**config.mk**
```make
export PLATFORM = sky130hd
export DESIGN_NAME = td4_ctrl
export DESIGN_NICKNAME = d
export VERILOG_FILES = /design/src/rtl/td4_ctrl.sv
export SDC_FILE = /design/constraint.sdc
export NUM_CORES = 1
export LEC_CHECK = 0
export BUFFER_PORTS_ARGS = -buffer_cell sky130_fd_sc_hd__buf_4
export CAP_MARGIN = 5
export CORE_MARGIN = 5
export CORE_UTILIZATION = 45
export DETAILED_ROUTE_END_ITERATION = 10
export PLACE_DENSITY_LB_ADDON = 0.1
export SYNTH_ARGS = -nofsm -noshare
export SYNTH_HDL_FRONTEND = slang
export SYNTH_SLANG_ARGS = --single-unit
export TNS_END_PERCENT = 10
```
**constraint.sdc**
```tcl
create_clock -name clk -period 2.4 [get_ports clk]
set_input_delay 0.24 -clock clk [delete_from_list [all_inputs] [get_ports clk]]
set_output_delay 0.24 -clock clk [all_outputs]
set_load 0.1 [all_outputs]
```
**src/rtl/td4_ctrl.sv**
```systemverilog
// td4_ctrl -- run controller and 16x8 program store for the TD4 4-bit core.
//
// Holds the program memory, which the host loads through a write port. It
// serves instruction bytes to the core fetch interface and drives the core
// reset and clock-enable. These sequence the core through reset, free-run,
// single-step, pause and halt.
//
// Ports:
//   clk        in   system clock, rising edge
//   rst        in   asynchronous active-low reset
//   prog_we    in   program write strobe
//   prog_addr  in   [3:0] program write address
//   prog_data  in   [7:0] program write data
//   prog_ack   out  one-cycle pulse: write accepted (IDLE/HALT only)
//   prog_err   out  one-cycle pulse: write rejected (core active)
//   cmd_run    in   start/resume free-run
//   cmd_step   in   execute one instruction
//   cmd_stop   in   abort to IDLE (highest priority)
//   core_addr  in   [3:0] fetch address from core
//   core_data  out  [7:0] instruction byte at core_addr (combinational)
//   core_rst   out  active-high reset to core
//   core_ce    out  core clock enable, one instruction per enabled cycle
//   halted     out  high in HALT
//   busy       out  high in RESET, RUN, STEP
//   instr_cnt  out  [7:0] instructions executed since last restart, saturating
module td4_ctrl #(
    parameter int unsigned RESET_CYCLES = 2
) (
    input  logic       clk,
    input  logic       rst,
    input  logic       prog_we,
    input  logic [3:0] prog_addr,
    input  logic [7:0] prog_data,
    output logic       prog_ack,
    output logic       prog_err,
    input  logic       cmd_run,
    input  logic       cmd_step,
    input  logic       cmd_stop,
    input  logic [3:0] core_addr,
    output logic [7:0] core_data,
    output logic       core_rst,
    output logic       core_ce,
    output logic       halted,
    output logic       busy,
    output logic [7:0] instr_cnt
);

    typedef enum logic [2:0] {
        S_IDLE,
        S_RESET,
        S_RUN,
        S_STEP,
        S_PAUSE,
        S_HALT
    } state_t;

    // The counter is loaded with RESET_CYCLES-1 on entry to RESET. The last
    // RESET cycle is the one where it reads zero.
    localparam logic [3:0] RCNT_INIT = 4'(RESET_CYCLES - 1);

    function automatic logic [7:0] sat_inc(input logic [7:0] v);
        return (v == 8'hFF) ? v : v + 8'd1;
    endfunction

    state_t      state_q, state_d;
    logic        tgt_step_q, tgt_step_d;   // target after RESET: 1 = STEP, 0 = RUN
    logic [3:0]  rcnt_q, rcnt_d;
    logic [7:0]  cnt_q, cnt_d;
    logic        core_rst_q, core_rst_d;
    logic        core_ce_q, core_ce_d;
    logic        halted_q, halted_d;
    logic        busy_q, busy_d;
    logic        ack_q, ack_d;
    logic        err_q, err_d;
    logic [7:0]  mem_q [16];

    logic        wr_ok;
    logic        self_jmp;

    assign core_data = mem_q[core_addr];

    // An unconditional JMP to its own address, executed this cycle, means the
    // program has finished.
    assign self_jmp = core_ce_q && (core_data == {4'hF, core_addr});

    assign wr_ok = prog_we && ((state_q == S_IDLE) || (state_q == S_HALT));

    always_comb begin
        state_d    = state_q;
        tgt_step_d = tgt_step_q;
        rcnt_d     = rcnt_q;

        unique case (state_q)
            S_IDLE, S_HALT: begin
                if (cmd_stop) begin
                    state_d = S_IDLE;
                end else if (cmd_run) begin
                    state_d    = S_RESET;
                    tgt_step_d = 1'b0;
                    rcnt_d     = RCNT_INIT;
                end else if (cmd_step) begin
                    state_d    = S_RESET;
                    tgt_step_d = 1'b1;
                    rcnt_d     = RCNT_INIT;
                end
            end
            S_RESET: begin
                if (cmd_stop) begin
                    state_d = S_IDLE;
                end else if (rcnt_q == 4'd0) begin
                    state_d = tgt_step_q ? S_STEP : S_RUN;
                end else begin
                    rcnt_d = rcnt_q - 4'd1;
                end
            end
            S_RUN: begin
                if (cmd_stop) begin
                    state_d = S_IDLE;
                end else if (self_jmp) begin
                    state_d = S_HALT;
                end
            end
            S_STEP: begin
                if (cmd_stop) begin
                    state_d = S_IDLE;
                end else if (self_jmp) begin
                    state_d = S_HALT;
                end else begin
                    state_d = S_PAUSE;
                end
            end
            S_PAUSE: begin
                if (cmd_stop) begin
                    state_d = S_IDLE;
                end else if (cmd_run) begin
                    state_d = S_RUN;
                end else if (cmd_step) begin
                    state_d = S_STEP;
                end
            end
            default: state_d = S_IDLE;
        endcase
    end

    // Outputs are registered from the next state so they line up with the
    // state register.
    always_comb begin
        core_rst_d = (state_d == S_IDLE) || (state_d == S_RESET);
        core_ce_d  = (state_d == S_RUN) || (state_d == S_STEP);
        halted_d   = (state_d == S_HALT);
        busy_d     = (state_d == S_RESET) || (state_d == S_RUN) || (state_d == S_STEP);
        ack_d      = wr_ok;
        err_d      = prog_we && !wr_ok;

        cnt_d = cnt_q;
        if ((state_d == S_RESET) && (state_q != S_RESET)) begin
            cnt_d = 8'h00;
        end else if (core_ce_q) begin
            cnt_d = sat_inc(cnt_q);
        end
    end

    always_ff @(posedge clk or negedge rst) begin
        if (!rst) begin
            state_q    <= S_IDLE;
            tgt_step_q <= 1'b0;
            rcnt_q     <= 4'd0;
            cnt_q      <= 8'h00;
            core_rst_q <= 1'b1;
            core_ce_q  <= 1'b0;
            halted_q   <= 1'b0;
            busy_q     <= 1'b0;
            ack_q      <= 1'b0;
            err_q      <= 1'b0;
        end else begin
            state_q    <= state_d;
            tgt_step_q <= tgt_step_d;
            rcnt_q     <= rcnt_d;
            cnt_q      <= cnt_d;
            core_rst_q <= core_rst_d;
            core_ce_q  <= core_ce_d;
            halted_q   <= halted_d;
            busy_q     <= busy_d;
            ack_q      <= ack_d;
            err_q      <= err_d;
        end
    end

    always_ff @(posedge clk or negedge rst) begin
        if (!rst) begin
            for (int i = 0; i < 16; i++) begin
                mem_q[i] <= 8'h00;
            end
        end else if (wr_ok) begin
            mem_q[prog_addr] <= prog_data;
        end
    end

    assign prog_ack  = ack_q;
    assign prog_err  = err_q;
    assign core_rst  = core_rst_q;
    assign core_ce   = core_ce_q;
    assign halted    = halted_q;
    assign busy      = busy_q;
    assign instr_cnt = cnt_q;

endmodule

```
==> metrics <==
P per Cell Area 1080 nW/µm²; relative slew slack 0.618; Port Buf Inserts 43; syn_nets 537; hold path endpoint prog_err; die width 136 µm; diode count 0; fillcell total 1330; total global routing overflow 0; Crit Path Max Fanout 5; WS Path Type register to register; crit share post-route 0.940; Pwr Total 9.18 mW; status finished, final reports clean; initial antenna violation count 0; clock slew at reported path FFs 60 ps; Worst R2R End busy; clock buffer depth 2; Fin. Hold Viols 0; register area share after synthesis 0.529; smallest hold slack 60.0 ps; final wirelength 16400 µm; Worst Path Buf+Inv 0; vias in the first global route 4686; Layout Skew 6.29 ps; CTS tree built; Largest stage delay, worst path 510 ps; Total Routing Usage GR 0.192; largest net degree at the start of global routing 60; die area 18400 µm²; max-cap viol count 0; gpl congestion 0.817; Sw Pwr 2.94 mW; unrepaired setup endpoints after global routing false; sequential power share 0.420; layout cell share with drive strength beyond 1 0.475; LEAKAGE 3.84 nW; clock latency on the worst-skew pair 420 ps; kind of start point of the critical path register; Clock H-tree levels 4; Initial Util 0.453; hold path startpoint prog_we; Iter 0 DRT Violations 161; clock sinks 150; internal power 6.24 mW; first-pass GRT wire length 26400 µm; Slew @ Worst Pin 573 ps; CTS Buf Count 17; Via Count 4443; met1 usage in global routing 0.255; FF-to-FF Start mem_q[1]; WP data required 2680 ps; most frequent CP cell a31oi_1; Cell Rows 46; met2 usage 0.320; drt first pass iters 5; internal reg-to-reg setup slack 140 ps; hold path depth 2; FF+latch count, synth 150; Antenna Nets Post-Route 0; Pins Over Slew Limit 0; minimum clock period 2260 ps; Register-to-Register Path Depth 7; core area 15700 µm²; maximum clock frequency 443 MHz; Post-Syn Area 7090 µm²; global route hottest layer met2; slowest CP cell mux4_2; Ports 44; Mean Syn Cell Area 13.9 µm²; Clk pwr share 0.288; Synthesis Warnings 0; WP data arrival 2540 ps; wire per inst 20.1 µm; critical path cell sequence mux4_2 > mux2i_4 > a31oi_1 > a22o_1 > nor4_4 > a21o_1 > a31oi_1; synthesized instance count 512; commonest non-fill, non-tap cell in the layout dfrtp_1; post-layout net count 610; Layout Utilization 0.542; die height 136 µm; Netlist cell types 45; final setup fails 0; Worst setup EP type register; Clock Tree Root clkbuf_16; DP HPWL 11600 µm; # DRC 0; switch share 0.320; Crit path depth 7; commonest cells after routing, fill and taps aside dfrtp_1, mux2_2, buf_4; area grow syn2layout 19.6%; combinational power share 0.292; VDD IR max 0.000517 V; HP Class primary input to register; vias per inst 5.46; GRT met3 Usage 0.0409; top cell family by delay on the critical path multiplexers
-- power by group through the flow --
stage	clock [mW]	combinational (mW)	sequential [mW]
6_report	2.64	2.68	3.86
5_1_grt	2.81	2.90	3.97
4_1_cts	2.70	2.71	3.86
3_5_place_dp	0	2.70	3.90
3_3_place_gp	0	2.62	3.89
2_1_floorplan	0	1.90	3.98
-- sequential cells by signal, indices dropped and copies added, names as in the netlist --
signal      flops
tgt_step_q      1
state_q         3
prog_ack        1
mem_q         128
prog_err        1
halted          1
busy            1
core_rst        1
core_ce         1
rcnt_q          4
instr_cnt       8
-- layer usage --
metal | routed length (µm) | vias up | share of wire
met5 | 0 | - | 0
met4 | 296 | 0 | 0.018
met3 | 363 | 23 | 0.022
met2 | 8290 | 65 | 0.51
met1 | 7450 | 2320 | 0.45
li1 | - | 2035 | -
-- layout make-up --
type	instances	area, µm²	share of cell area
timing repair buffer	79	627	0.0739
sequential	150	3750	0.442
clock inverter	14	150	0.0177
tap	216	270	0.0318
multi-input combinational	326	3200	0.377
inverter	11	41.3	0.00487
clock buffer	18	439	0.0518
-- cells in the mapped netlist (all sizes together) --
cell	n	area share
a21o	1	0.0011
a21oi	13	0.0092
a22o	3	0.0037
a22oi	4	0.0042
a31oi	4	0.0035
and2	1	0.00088
and3	5	0.0044
buf	11	0.011
clkbuf	14	0.0074
dfrtp	149	0.53
dfstp	1	0.0037
ha	3	0.0053
inv	11	0.0058
mux2	129	0.20
mux2i	12	0.019
mux4	30	0.096
nand2	29	0.015
nand2b	2	0.0018
nand3	13	0.0092
nand3b	4	0.0042
nand4	4	0.0035
nor2	23	0.013
nor2b	8	0.0071
nor3	7	0.0072
nor3b	4	0.0042
nor4	3	0.0048
o2111ai	1	0.0012
o211ai	2	0.0021
o21a	1	0.0011
o21ai	7	0.0055
o21bai	1	0.0011
or2	1	0.00088
or3	4	0.0035
xnor2	3	0.0037
xor2	4	0.0049
-- worst reg2reg max path: stages (launching register included) --
cell,delay (ps)
dfrtp_1,380
mux4_2,510
mux2i_4,170
a31oi_1,100
a22o_1,280
nor4_4,450
a21o_1,190
a31oi_1,40
-- logic make-up after synthesis --
family | synth area share
AO/OA/AOI/OAI | 0.0326
XOR/XNOR | 0.00864
adder cells (fa/ha/maj) | 0.00529
buffers and inverters | 0.0247
flip-flops | 0.529
multiplexers | 0.319
AND/OR/NAND/NOR | 0.0802
-- how the worst max path moves through the flow --
stage                   end    startpoint
4_1_cts           mem_q[93]    state_q[0]
3_5_place_dp           busy  core_addr[0]
5_1_grt              halted     mem_q[33]
2_1_floorplan  core_data[1]  core_addr[0]
3_3_place_gp           busy  core_addr[0]
6_report               busy      mem_q[1]
-- stage by stage --
stage	cell area [µm²]	std cells	TNS, ps	setup WS, ps
finish	8490	814	0	143
floorplan	7130	512	-1220	-370
detailed placement	7870	780	0	8.02
CTS	8480	814	0	93.1
global route	8490	814	0	18.1
global placement	7870	780	0	48.1
-- what timing repair did --
action                                  CTS  global route
endpoints found under the setup margin    0             9
endpoints found under the hold margin    56             0
gates resized for setup                   0             2
buffers inserted                          0             0
hold buffers                              2             0
(Power assumes the default switching activity.)
